`src/rtl/ram_write_sequencer_if.sv`:
```
// ram_write_sequencer_if: producer handshake, clear control, RAM write port and status of the write sequencer
interface ram_write_sequencer_if #(parameter int ADDR_W = 5, parameter int DATA_W = 4);
    logic              in_valid;
    logic [DATA_W-1:0] in_data;
    logic              in_ready;
    logic              clear_req;
    logic [DATA_W-1:0] fill_value;
    logic              wr_en;
    logic [ADDR_W-1:0] wr_addr;
    logic [DATA_W-1:0] wr_data;
    logic [ADDR_W:0]   count;
    logic              full;
    logic              busy;
    modport master (output in_valid, in_data, clear_req, fill_value,
                    input in_ready, wr_en, wr_addr, wr_data, count, full, busy);
    modport slave (input in_valid, in_data, clear_req, fill_value,
                   output in_ready, wr_en, wr_addr, wr_data, count, full, busy);
endinterface

```
`src/rtl/ram_write_sequencer.sv`:
```
// ram_write_sequencer: streams words into consecutive RAM addresses and bulk-fills the RAM on request.
// Define RAM_WRITE_SEQ_WRAP_EN for circular overwrite instead of stopping when full.
module ram_write_sequencer #(parameter int ADDR_W = 5, parameter int DATA_W = 4) (
    input logic clk,
    input logic aclr,
    ram_write_sequencer_if.slave bus
);
    localparam logic [ADDR_W:0] DEPTH = (ADDR_W+1)'(2**ADDR_W);
    typedef enum logic {ACCEPT, CLEAR} state_t;
    state_t state, state_nx;
    logic [ADDR_W-1:0] ptr, ptr_nx, wr_addr, wr_addr_nx;
    logic [ADDR_W:0] count, count_nx;
    logic [DATA_W-1:0] wr_data, wr_data_nx;
    logic wr_en, wr_en_nx, xfer;
`ifdef RAM_WRITE_SEQ_WRAP_EN
    assign bus.full = 1'b0;
    assign bus.in_ready = state == ACCEPT && !bus.clear_req;
`else
    assign bus.full = count == DEPTH;
    assign bus.in_ready = state == ACCEPT && !bus.full && !bus.clear_req;
`endif
    assign bus.busy = state == CLEAR;
    assign bus.count = count;
    assign bus.wr_en = wr_en;
    assign bus.wr_addr = wr_addr;
    assign bus.wr_data = wr_data;
    assign xfer = bus.in_valid && bus.in_ready;
    // ptr wraps naturally; the clear ends right after writing the all-ones address
    always_comb begin
        state_nx = state;
        ptr_nx = ptr;
        count_nx = count;
        wr_en_nx = 1'b0;
        wr_addr_nx = wr_addr;
        wr_data_nx = wr_data;
        if (state == CLEAR) begin
            wr_en_nx = 1'b1;
            wr_addr_nx = ptr;
            wr_data_nx = bus.fill_value;
            ptr_nx = ptr + 1'b1;
            state_nx = &ptr ? ACCEPT : CLEAR;
            count_nx = &ptr ? '0 : count;
        end else if (bus.clear_req) begin
            state_nx = CLEAR;
            ptr_nx = '0;
        end else if (xfer) begin
            wr_en_nx = 1'b1;
            wr_addr_nx = ptr;
            wr_data_nx = bus.in_data;
            ptr_nx = ptr + 1'b1;
            count_nx = count == DEPTH ? count : count + 1'b1;
        end
    end
    always_ff @(posedge clk or negedge aclr) begin
        if (!aclr) begin
            state <= ACCEPT;
            ptr <= '0;
            count <= '0;
            wr_en <= 1'b0;
            wr_addr <= '0;
            wr_data <= '0;
        end else begin
            state <= state_nx;
            ptr <= ptr_nx;
            count <= count_nx;
            wr_en <= wr_en_nx;
            wr_addr <= wr_addr_nx;
            wr_data <= wr_data_nx;
        end
    end
endmodule

```
`src/flat_wrapper.sv`:
```
// flat-port wrapper written by rule: the top's interface ports become plain ports
module ram_write_sequencer_flat 
#(parameter int ADDR_W = 5, parameter int DATA_W = 4)
  (clk, aclr, bus_in_valid, bus_in_data, bus_clear_req, bus_fill_value, bus_in_ready, bus_wr_en, bus_wr_addr, bus_wr_data, bus_count, bus_full, bus_busy);
  ram_write_sequencer_if #(.ADDR_W(ADDR_W), .DATA_W(DATA_W)) bus_i ();
  input logic clk;
  input logic aclr;
  input wire logic [$bits(bus_i.in_valid)-1:0] bus_in_valid;
  input wire logic [$bits(bus_i.in_data)-1:0] bus_in_data;
  input wire logic [$bits(bus_i.clear_req)-1:0] bus_clear_req;
  input wire logic [$bits(bus_i.fill_value)-1:0] bus_fill_value;
  output wire logic [$bits(bus_i.in_ready)-1:0] bus_in_ready;
  output wire logic [$bits(bus_i.wr_en)-1:0] bus_wr_en;
  output wire logic [$bits(bus_i.wr_addr)-1:0] bus_wr_addr;
  output wire logic [$bits(bus_i.wr_data)-1:0] bus_wr_data;
  output wire logic [$bits(bus_i.count)-1:0] bus_count;
  output wire logic [$bits(bus_i.full)-1:0] bus_full;
  output wire logic [$bits(bus_i.busy)-1:0] bus_busy;
  assign bus_i.in_valid = bus_in_valid;
  assign bus_i.in_data = bus_in_data;
  assign bus_i.clear_req = bus_clear_req;
  assign bus_i.fill_value = bus_fill_value;
  assign bus_in_ready = bus_i.in_ready;
  assign bus_wr_en = bus_i.wr_en;
  assign bus_wr_addr = bus_i.wr_addr;
  assign bus_wr_data = bus_i.wr_data;
  assign bus_count = bus_i.count;
  assign bus_full = bus_i.full;
  assign bus_busy = bus_i.busy;
  ram_write_sequencer #(.ADDR_W(ADDR_W), .DATA_W(DATA_W)) u_core (.clk(clk), .aclr(aclr), .bus(bus_i));
endmodule
```
`config.mk`:
```
export PLATFORM = sky130hd
export DESIGN_NAME = ram_write_sequencer_flat
export DESIGN_NICKNAME = d
export VERILOG_FILES = /design/src/rtl/ram_write_sequencer_if.sv /design/src/rtl/ram_write_sequencer.sv /design/src/flat_wrapper.sv
export SDC_FILE = /design/constraint.sdc
export NUM_CORES = 1
export LEC_CHECK = 0
export BUFFER_PORTS_ARGS = -buffer_cell sky130_fd_sc_hd__buf_2
export CORE_AREA = 2 2 54 56
export DETAILED_ROUTE_END_ITERATION = 16
export DIE_AREA = 0 0 56 58
export GPL_TIMING_DRIVEN = 0
export HOLD_SLACK_MARGIN = 0.03
export PLACE_DENSITY = 0.71
export SETUP_SLACK_MARGIN = 0.15
export SKIP_LAST_GASP = 1
export SLEW_MARGIN = 20
export SYNTH_ARGS = -nofsm -noshare
export SYNTH_HDL_FRONTEND = slang
export SYNTH_SLANG_ARGS = --single-unit
```
`constraint.sdc`:
```
create_clock -name clk -period 2.6 [get_ports clk]
set_clock_uncertainty 0.1 [all_clocks]
set_input_delay 0.52 -clock clk [delete_from_list [all_inputs] [get_ports clk]]
set_output_delay 0.52 -clock clk [all_outputs]
set_load 0.01 [all_outputs]
```
==> flow_metrics.env, run 1 <==
export IMPL_status="completed"
export IMPL_path_class="reg -> out"
export IMPL_grt_pass1_wl_um=3967
export IMPL_wl_um=2279
export IMPL_p_per_area_nw_per_um2=1080
export IMPL_grt_max_degree=23
export IMPL_fmax_mhz=420.5
export IMPL_r2r_end="u_core.bus.wr_addr[3]"
export IMPL_vdd_drop_max_mv=0.5544
export IMPL_io_pins=31
export IMPL_synth_nets=124
export IMPL_hold_path_class="in -> async"
export IMPL_synthArstFlopShare_pct=100.0
export IMPL_clkSinkCount=22
export IMPL_routed_via_density=5.341
export IMPL_die_h_um=58
export IMPL_grt_pass1_vias=906
export IMPL_die_w_um=56
export IMPL_place_inst=169
export IMPL_vias=924
export IMPL_maxCapViolations=0
export IMPL_endpoint_kind="primary output"
export IMPL_drt_wirelength_per_cell_um=13.17
export IMPL_start_util_pct=42.29
export IMPL_num_rows=19
export IMPL_grt_use_total_pct=15.51
export IMPL_period_minus_slack_ns=2.378
export IMPL_report_final_slew_viol_count=0
export IMPL_final_common_cell="buf_2"
export IMPL_dr_pass1_iters=4
export IMPL_stdcell_count=173
export IMPL_rr_worst_depth=5
export IMPL_dominantRegCellSynth="dfrtp_1"
export IMPL_start_kind="flop"
export IMPL_fin_tns_setup_ns=0
export IMPL_slew_headroom_pct=66.12
export IMPL_port_buffers=30
export IMPL_p_leak_nw=0.6555
export IMPL_fin_nets=159
export IMPL_drtIter0Drc=8
export IMPL_arrival_ns=1.76
export IMPL_clock_path_buffers=2
export IMPL_cp_max_fo=7
export IMPL_finalCritPeriodShare_pct=91.47
export IMPL_drc=0
export IMPL_grt_overflow_total=0
export IMPL_rsz0062_at_grt="false"
export IMPL_crit_chain="or3_4 > nor2_1 > nor3_1 > buf_2"
export IMPL_power_mw=1.477
export IMPL_postCtsSetupRepairBufs=0
export IMPL_ys_types=37
export IMPL_postCtsHoldBufs=0
export IMPL_design_core_area_sq_um=2663
export IMPL_setup_viol=0
export IMPL_antenna_found_initial=0
export IMPL_dp_hpwl_um=1685
export IMPL_worst_slew_pin_transition_ns=0.5072
export IMPL_cts_resized=0
export IMPL_die_area_sq_um=3248
export IMPL_final_antenna_net_count=0
export IMPL_hold_viol_final=0
export IMPL_antenna_cells=0
export IMPL_syn_area_per_cell_sq_um=10.43
export IMPL_cts_made_buffers=3
export IMPL_gp_congestion=0.7681
export IMPL_r2r_start="u_core.bus.count[2]"
export IMPL_clock_latency_ns=0.32
export IMPL_htreeDepth=1
export IMPL_required_ns=1.98
export IMPL_netlist_area_sq_um=1126
export IMPL_synth_edff_count=0
export IMPL_yosys_register_bits=22
export IMPL_cts_tree="built"
export IMPL_critical_path_slowest_cell="dfrtp_1"
export IMPL_reg2reg_slack_ns=0.63
export IMPL_cpLargestDelayFamily="simple AND/OR/NAND/NOR gates"
export IMPL_final_cell_mix="buf_2 (30), dfrtp_1 (22), nor2_1 (9), a21oi_1 (8)"
export IMPL_area_growth_pct=21.44
export IMPL_cts_root_buf="clkbuf_4"
export IMPL_critPathBufInv=1
export IMPL_slowest_delay_ns=0.47
export IMPL_syn_inst=108
export IMPL_drive_gt1_share_pct=31.69
export IMPL_yosysSeqAreaShare_pct=48.89
export IMPL_yosysWarnings=0
export IMPL_clkTransAtPathRegs_ns=0.13
-- worst reg2reg max path, stage by stage (launching register included) --
cell	delay, ns
dfrtp_1	0.47
or3_4	0.43
o21ai_4	0.25
and2_4	0.20
buf_8	0.11
mux2_2	0.32
-- stage by stage --
step	area (sq um)	worst slack [ns]	utilization (%)	hold WS, ns
floorplan	1126	0.6801	-	0.1244
global placement	1315	0.4625	49.39	0.3840
detailed placement	1315	0.4561	49.39	0.3887
CTS	1368	0.2442	51.36	0.05110
global route	1368	0.1663	51.36	0.06741
finish	1368	0.2217	51.36	0.04300
-- cell usage after synthesis, drive strengths merged (2+ instances only) --
master / instances / area share [%]
nor2: 9 / 3.0
a21oi: 8 / 3.6
mux2i: 4 / 3.6
nand2: 6 / 2.0
nand3: 4 / 1.8
inv: 7 / 2.6
ha: 4 / 4.4
o22ai: 2 / 1.1
xor2: 2 / 1.6
dfrtp: 22 / 49
and3: 2 / 1.1
o21ai: 7 / 4.1
nand4: 4 / 2.2
clkbuf: 4 / 1.3
mux2: 5 / 5.3
-- how the worst max path moves through the flow --
stage / startpoint / end / slack (ns) / depth (start not counted)
final: u_core.bus.count[2] / bus_in_ready / 0.22 / 4
after CTS: u_core.bus.count[2] / bus_in_ready / 0.24 / 4
after detailed placement: bus_clear_req / u_core.bus.wr_addr[4] / 0.46 / 7
after floorplan: u_core.bus.count[2] / bus_in_ready / 0.68 / 3
after global routing: u_core.bus.count[2] / bus_in_ready / 0.17 / 4
after global placement: bus_clear_req / u_core.bus.wr_addr[4] / 0.46 / 7
-- sequential cells by signal (all words and copies together), names as in the netlist --
| register | count |
|---|---|
| u_core.bus.busy | 1 |
| u_core.bus.wr_data | 4 |
| u_core.bus.count | 6 |
| u_core.bus.wr_en | 1 |
| u_core.bus.wr_addr | 5 |
| u_core.ptr | 5 |
-- power by group --
| group | switching [mW] | internal, mW | total, mW |
|---|---|---|---|
| Clock | 0.111 | 0.156 | 0.267 |
| Combinational | 0.319 | 0.304 | 0.623 |
| Sequential | 0.109 | 0.478 | 0.587 |
| Total | 0.539 | 0.938 | 1.48 |
-- routing by layer --
layer  vias to the layer above  GRT usage (%)  part of all wire [%]
met4                         0          7.483                   2.5
met5                         -              0                     0
li1                        455              -                     -
met3                         6          2.455                   3.7
met2                        20          26.55                    50
met1                       443          19.30                    43
-- layout make-up --
type / count / area, sq um
flip-flops and latches: 22 / 550.5
plain buffers: 5 / 30.03
fillers: 271 / 1295
clock inverters: 1 / 30.03
inverters: 7 / 28.78
well taps: 31 / 38.79
multi-input cells: 74 / 516.7
clock buffers: 3 / 22.52
repair buffers: 30 / 150.1
-- kinds of logic (layout without fill, tap and decap cells) --
kind of cell / after synthesis / in the layout / share of synthesized area [%]
AOI/OAI and AO/OA: 25 / 25 / 14.67
DFF: 22 / 22 / 48.89
xor gates and xnor gates: 3 / 3 / 2.334
muxes: 9 / 9 / 8.888
buffers and inverters: 12 / 46 / 5.222
adders and majority gates: 4 / 4 / 4.445
and+or+nand+nor: 33 / 33 / 15.56
(Power assumes the default switching activity.)
==> run 2: changes to the inputs <==
Settings changed: CTS_BUF_LIST set to sky130_fd_sc_hd__clkbuf_8, PLACE_DENSITY 0.71 to 0.67.
==> run 2 against run 1 <==
  * Worst hold slack better by 0.068 ns
  * Non-clock buffer count unchanged
  * Die area unchanged
  * Sequential power down 0.7%
  * Combinational power about the same
  * Worst setup slack better by 0.11 ns
  * Via count down 2.5%
  * Final cell count unchanged
  * Largest power group unchanged
==> flow_metrics.env, run 2 (synthesis results as in run 1) <==
export IMPL_top_register="u_core.bus.count"
export IMPL_grt_pass1_wl_um=3988
export IMPL_grt_max_degree=23
export IMPL_io_pins=31
export IMPL_fin_nets=159
export IMPL_p_per_area_nw_per_um2=1100
export IMPL_drc=0
export IMPL_num_rows=19
export IMPL_slew_headroom_pct=66.57
export IMPL_p_leak_nw=0.6633
export IMPL_finalCritPeriodShare_pct=87.35
export IMPL_port_buffers=30
export IMPL_antenna_found_initial=0
export IMPL_die_h_um=58
export IMPL_stdcell_count=173
export IMPL_die_area_sq_um=3248
export IMPL_start_kind="flop"
export IMPL_start_util_pct=42.29
export IMPL_dp_hpwl_um=1722
export IMPL_placed_area_sq_um=1315
export IMPL_setup_viol=0
export IMPL_clock_path_buffers=2
export IMPL_clkSinkCount=22
export IMPL_wl_um=2212
export IMPL_antenna_cells=0
export IMPL_grt_pass1_vias=913
export IMPL_final_antenna_net_count=0
export IMPL_reg2reg_slack_ns=0.62
export IMPL_dr_pass1_iters=4
export IMPL_rsz0062_at_grt="false"
export IMPL_endpoint_kind="primary output"
export IMPL_worst_slew_pin_transition_ns=0.5005
export IMPL_arrival_ns=1.65
export IMPL_place_inst=169
export IMPL_vias=901
export IMPL_report_final_slew_viol_count=0
export IMPL_holdWs_ns=0.1114
export IMPL_cp_max_fo=7
export IMPL_die_w_um=56
export IMPL_cts_tree="built"
export IMPL_cts_resized=0
export IMPL_status="completed"
export IMPL_path_class="reg -> out"
export IMPL_grt_use_total_pct=15.59
export IMPL_required_ns=1.98
export IMPL_drtIter0Drc=20
export IMPL_maxCapViolations=0
export IMPL_drive_gt1_share_pct=31.69
export IMPL_vdd_drop_max_mv=0.6874
export IMPL_hold_path_class="in -> async"
export IMPL_cts_made_buffers=3
export IMPL_grt_overflow_total=0
export IMPL_cts_root_buf="clkbuf_8"
export IMPL_hold_viol_final=0
export IMPL_reg_top3="u_core.bus.count (6), u_core.bus.wr_addr (5), u_core.ptr (5)"
export IMPL_routed_via_density=5.208
export IMPL_drt_wirelength_per_cell_um=12.79
export IMPL_postCtsHoldBufs=0
export IMPL_gp_congestion=0.7956
export IMPL_final_common_cell="buf_2"
export IMPL_clock_latency_ns=0.26
export IMPL_postCtsSetupRepairBufs=0
export IMPL_largest_reg_flops=6
export IMPL_design_area_sq_um=1386
export IMPL_area_growth_pct=23.11
export IMPL_clkTransAtPathRegs_ns=0.08
export IMPL_postLayoutCoreUtil_pct=52.07
export IMPL_htreeDepth=1
export IMPL_design_core_area_sq_um=2663
export IMPL_period_minus_slack_ns=2.271
export IMPL_final_cell_mix="buf_2 (30), dfrtp_1 (22), nor2_1 (9), a21oi_1 (8)"
export IMPL_fmax_mhz=440.3
export IMPL_fin_tns_setup_ns=0
-- run 2: final cells by class --
type,instances,area [sq um]
inverters,7,28.78
fillers,260,1276
plain buffers,5,30.03
repair buffers,30,150.1
flip-flops and latches,22,550.5
well taps,31,38.79
multi-input cells,74,516.7
clock buffers,3,41.29
clock inverters,1,30.03
-- run 2: path summary, 6_finish.rpt --
kind,startpoint,end,cells past startpoint
min in group clk,bus_fill_value[2],u_core.bus.wr_data[2],3
worst min-delay path,aclr,u_core.bus.count[0],1
worst min register to register,u_core.bus.wr_addr[0],u_core.bus.wr_addr[0],1
worst max-delay path,u_core.bus.count[2],bus_in_ready,4
max in group asynchronous,aclr,u_core.ptr[4],1
worst max register to register,u_core.bus.count[2],u_core.bus.wr_addr[2],5
-- run 2: routing by layer --
metal | part of all wire [%] | global-route usage (%)
met1 | 45 | 19.51
met2 | 50 | 26.22
met3 | 4.7 | 2.679
met4 | 0.77 | 7.823
met5 | 0 | 0
-- run 2: critical path, cell delays in order, from the launching register on --
cell and delay, ns:
dfrtp_1 0.44, or3_4 0.42, nor2_1 0.30, nor3_1 0.07, buf_2 0.15
-- run 2: where the power goes --
| part | switching [mW] | internal (mW) |
|---|---|---|
| logic | 0.320 | 0.305 |
| clock network | 0.111 | 0.206 |
| registers | 0.104 | 0.479 |
| total | 0.535 | 0.990 |
-- run 2: stage by stage --
stage / power [mW] / worst slack [ns]
2_1_floorplan: 1.020 / 0.6801
3_3_place_gp: 1.195 / 0.4519
3_5_place_dp: 1.229 / 0.4497
4_1_cts: 1.545 / 0.3242
5_1_grt: 1.651 / 0.2437
6_report: 1.525 / 0.3289
==> run 3: changes to the inputs <==
Settings changed: ABC_AREA set to 1, CELL_PAD_IN_SITES_DETAIL_PLACEMENT set to 1, CELL_PAD_IN_SITES_GLOBAL_PLACEMENT set to 1, CORE_AREA 2 2 54 56 to 2 2 60 62, DIE_AREA 0 0 56 58 to 0 0 62 64, PLACE_DENSITY 0.67 to unset, PLACE_DENSITY_LB_ADDON set to 0.1.
==> run 3 against run 2 <==
  * Routed wire length is 49% higher
  * Worst setup slack better by 0.0040 ns
  * First-iteration DRC count is 85% higher
  * Highest routed layer unchanged
==> flow_metrics.env, run 3 <==
export IMPL_grt_use_total_pct=18.20
export IMPL_path_class="reg -> out"
export IMPL_drtIter0Drc=37
export IMPL_dominantRegCellSynth="dfrtp_1"
export IMPL_ys_types=23
export IMPL_reg_top3="u_core.bus.count (6), u_core.bus.wr_addr (5), u_core.ptr (5)"
export IMPL_cts_made_buffers=3
export IMPL_slowest_delay_ns=0.50
export IMPL_netlist_area_sq_um=1264
export IMPL_antenna_cells=0
export IMPL_port_buffers=30
export IMPL_final_cell_mix="nand2_1 (52), buf_2 (30), nand3_1 (24), dfrtp_1 (22), nor2_1 (12)"
export IMPL_vdd_drop_max_mv=0.4088
export IMPL_drc=0
export IMPL_arrival_ns=1.65
export IMPL_clock_path_buffers=2
export IMPL_grt_max_degree=23
export IMPL_period_minus_slack_ns=2.267
export IMPL_postCtsSetupRepairBufs=0
export IMPL_drive_gt1_share_pct=29.84
export IMPL_status="completed"
export IMPL_report_final_slew_viol_count=0
export IMPL_rsz0062_at_grt="false"
export IMPL_final_antenna_net_count=0
export IMPL_area_growth_pct=22.08
export IMPL_die_h_um=64
export IMPL_die_w_um=62
export IMPL_cts_tree="built"
export IMPL_slew_headroom_pct=66.70
export IMPL_clkSinkCount=22
export IMPL_cp_max_fo=8
export IMPL_final_common_cell="nand2_1"
export IMPL_holdWs_ns=0.09905
export IMPL_hold_viol_final=0
export IMPL_wl_um=3289
export IMPL_synth_area_leader_cell="dfrtp_1"
export IMPL_clkTransAtPathRegs_ns=0.09
export IMPL_die_area_sq_um=3968
export IMPL_synth_edff_count=0
export IMPL_grt_pass1_wl_um=5326
export IMPL_postLayoutCoreUtil_pct=46.97
export IMPL_vias=1145
export IMPL_required_ns=1.98
export IMPL_io_pins=31
export IMPL_grt_pass1_vias=1171
export IMPL_top_register="u_core.bus.count"
export IMPL_syn_area_per_cell_sq_um=8.049
export IMPL_fin_nets=208
export IMPL_clock_latency_ns=0.28
export IMPL_reg2reg_slack_ns=0.86
export IMPL_synthArstFlopShare_pct=100.0
export IMPL_p_per_area_nw_per_um2=1075
export IMPL_routed_via_density=4.831
export IMPL_endpoint_kind="primary output"
export IMPL_syn_inst=157
export IMPL_fmax_mhz=441.1
export IMPL_fin_tns_setup_ns=0
export IMPL_cts_resized=0
export IMPL_cts_root_buf="clkbuf_8"
export IMPL_gp_congestion=0.7636
export IMPL_yosysSeqAreaShare_pct=43.56
export IMPL_synth_most_common_cell="nand2_1"
export IMPL_place_inst=233
export IMPL_yosysTopAreaCellShare_pct=43.56
export IMPL_power_mw=1.659
export IMPL_setup_viol=0
export IMPL_postCtsHoldBufs=0
export IMPL_dr_pass1_iters=4
export IMPL_cp_common_cell="inv_1"
export IMPL_yosysWarnings=0
export IMPL_critical_path_slowest_cell="dfrtp_1"
export IMPL_start_kind="flop"
export IMPL_drt_wirelength_per_cell_um=13.88
export IMPL_dp_hpwl_um=2395
export IMPL_synth_nets=173
export IMPL_grt_overflow_total=0
export IMPL_maxCapViolations=0
export IMPL_p_leak_nw=0.8179
export IMPL_stdcell_count=237
export IMPL_finalCritPeriodShare_pct=87.20
export IMPL_cpLargestDelayFamily="flip-flops"
export IMPL_hold_path_class="in -> async"
export IMPL_antenna_found_initial=0
export IMPL_critPathBufInv=4
export IMPL_synth_commonest_cells="nand2_1 (52), nand3_1 (24), dfrtp_1 (22)"
export IMPL_htreeDepth=1
export IMPL_design_core_area_sq_um=3284
export IMPL_synth_area_leaders="dfrtp_1 (44%), nand2_1 (15%), nand3_1 (9.5%)"
export IMPL_yosys_register_bits=22
export IMPL_largest_reg_flops=6
export IMPL_worst_slew_pin_transition_ns=0.4995
export IMPL_crit_chain="inv_1 > ha_1 > nand2_1 > inv_1 > nand3_2 > inv_1 > nor3_1 > buf_2"
export IMPL_num_rows=21
export IMPL_start_util_pct=38.48
run 3: cell types whose count changed in the layout (fill, tap and decap cells not counted), moves of 3 or more:
cell	change
a21oi_1	-5
buf_4	+3
clkbuf_1	-4
inv_1	+3
mux2_2	-4
mux2i_1	-4
nand2_1	+46
nand2_2	+9
nand3_1	+20
nand4_1	-4
nor2_1	+3
run 3: area by class of cell:
cell class	instances	area (sq um)
flip-flops and latches	22	550.5
multi-input cells	119	618.1
plain buffers	5	53.80
clock buffers	3	41.29
well taps	46	57.56
fillers	422	1742
clock inverters	1	30.03
repair buffers	30	150.1
inverters	11	41.29
run 3: worst reg2reg max path: stages, from the launching register on:
cell	delay [ns]
dfrtp_1	0.45
ha_1	0.21
nand2_1	0.06
nor2_1	0.11
ha_1	0.18
nor2_1	0.07
nor2_4	0.23
nand2_4	0.11
nand2_1	0.07
nand2_1	0.05
run 3: kinds of logic (layout without fill, tap and decap cells):
| logic type | Yosys count | after routing | share of synthesized area [%] |
|---|---|---|---|
| buffers and inverters | 16 | 50 | 7.525 |
| XOR/XNOR | 1 | 1 | 0.6932 |
| AND/OR/NAND/NOR | 107 | 107 | 41.29 |
| AO/OA/AOI/OAI | 7 | 7 | 2.970 |
| adder cells (fa/ha/maj) | 4 | 4 | 3.961 |
| flip-flops | 22 | 22 | 43.56 |
run 3: power breakdown:
part	switching, mW	internal (mW)	leakage, nW	total (mW)
sequential	0.119	0.475	0.272	0.594
combinational	0.429	0.302	0.510	0.731
clock	0.128	0.206	0.0357	0.334
run 3: layer usage:
metal / GRT usage [%] / vias to the layer above / part of all wire, %
met3: 2.429 / 5 / 5.1
met1: 24.55 / 545 / 47
met4: 7.713 / 0 / 2.0
met5: 0 / - / 0
met2: 28.52 / 28 / 46
li1: - / 567 / -
run 3: stage by stage:
step / area (sq um) / worst slack (ns)
2_1_floorplan: 1264 / 0.7318
3_3_place_gp: 1471 / 0.6276
3_5_place_dp: 1471 / 0.6593
4_1_cts: 1543 / 0.3280
5_1_grt: 1543 / 0.2344
6_report: 1543 / 0.3329
run 3: final timing paths:
path                            cells after the start                 from                    end
worst max-delay path                                8  u_core.bus.count[0]           bus_in_ready
worst min-delay path                                1                 aclr  u_core.bus.wr_addr[4]
worst max register to register                      9        u_core.ptr[0]    u_core.bus.count[4]
worst min register to register                      2        u_core.ptr[3]  u_core.bus.wr_addr[3]
max in group asynchronous                           1                 aclr    u_core.bus.count[3]
min in group clk                                    2        u_core.ptr[3]  u_core.bus.wr_addr[3]
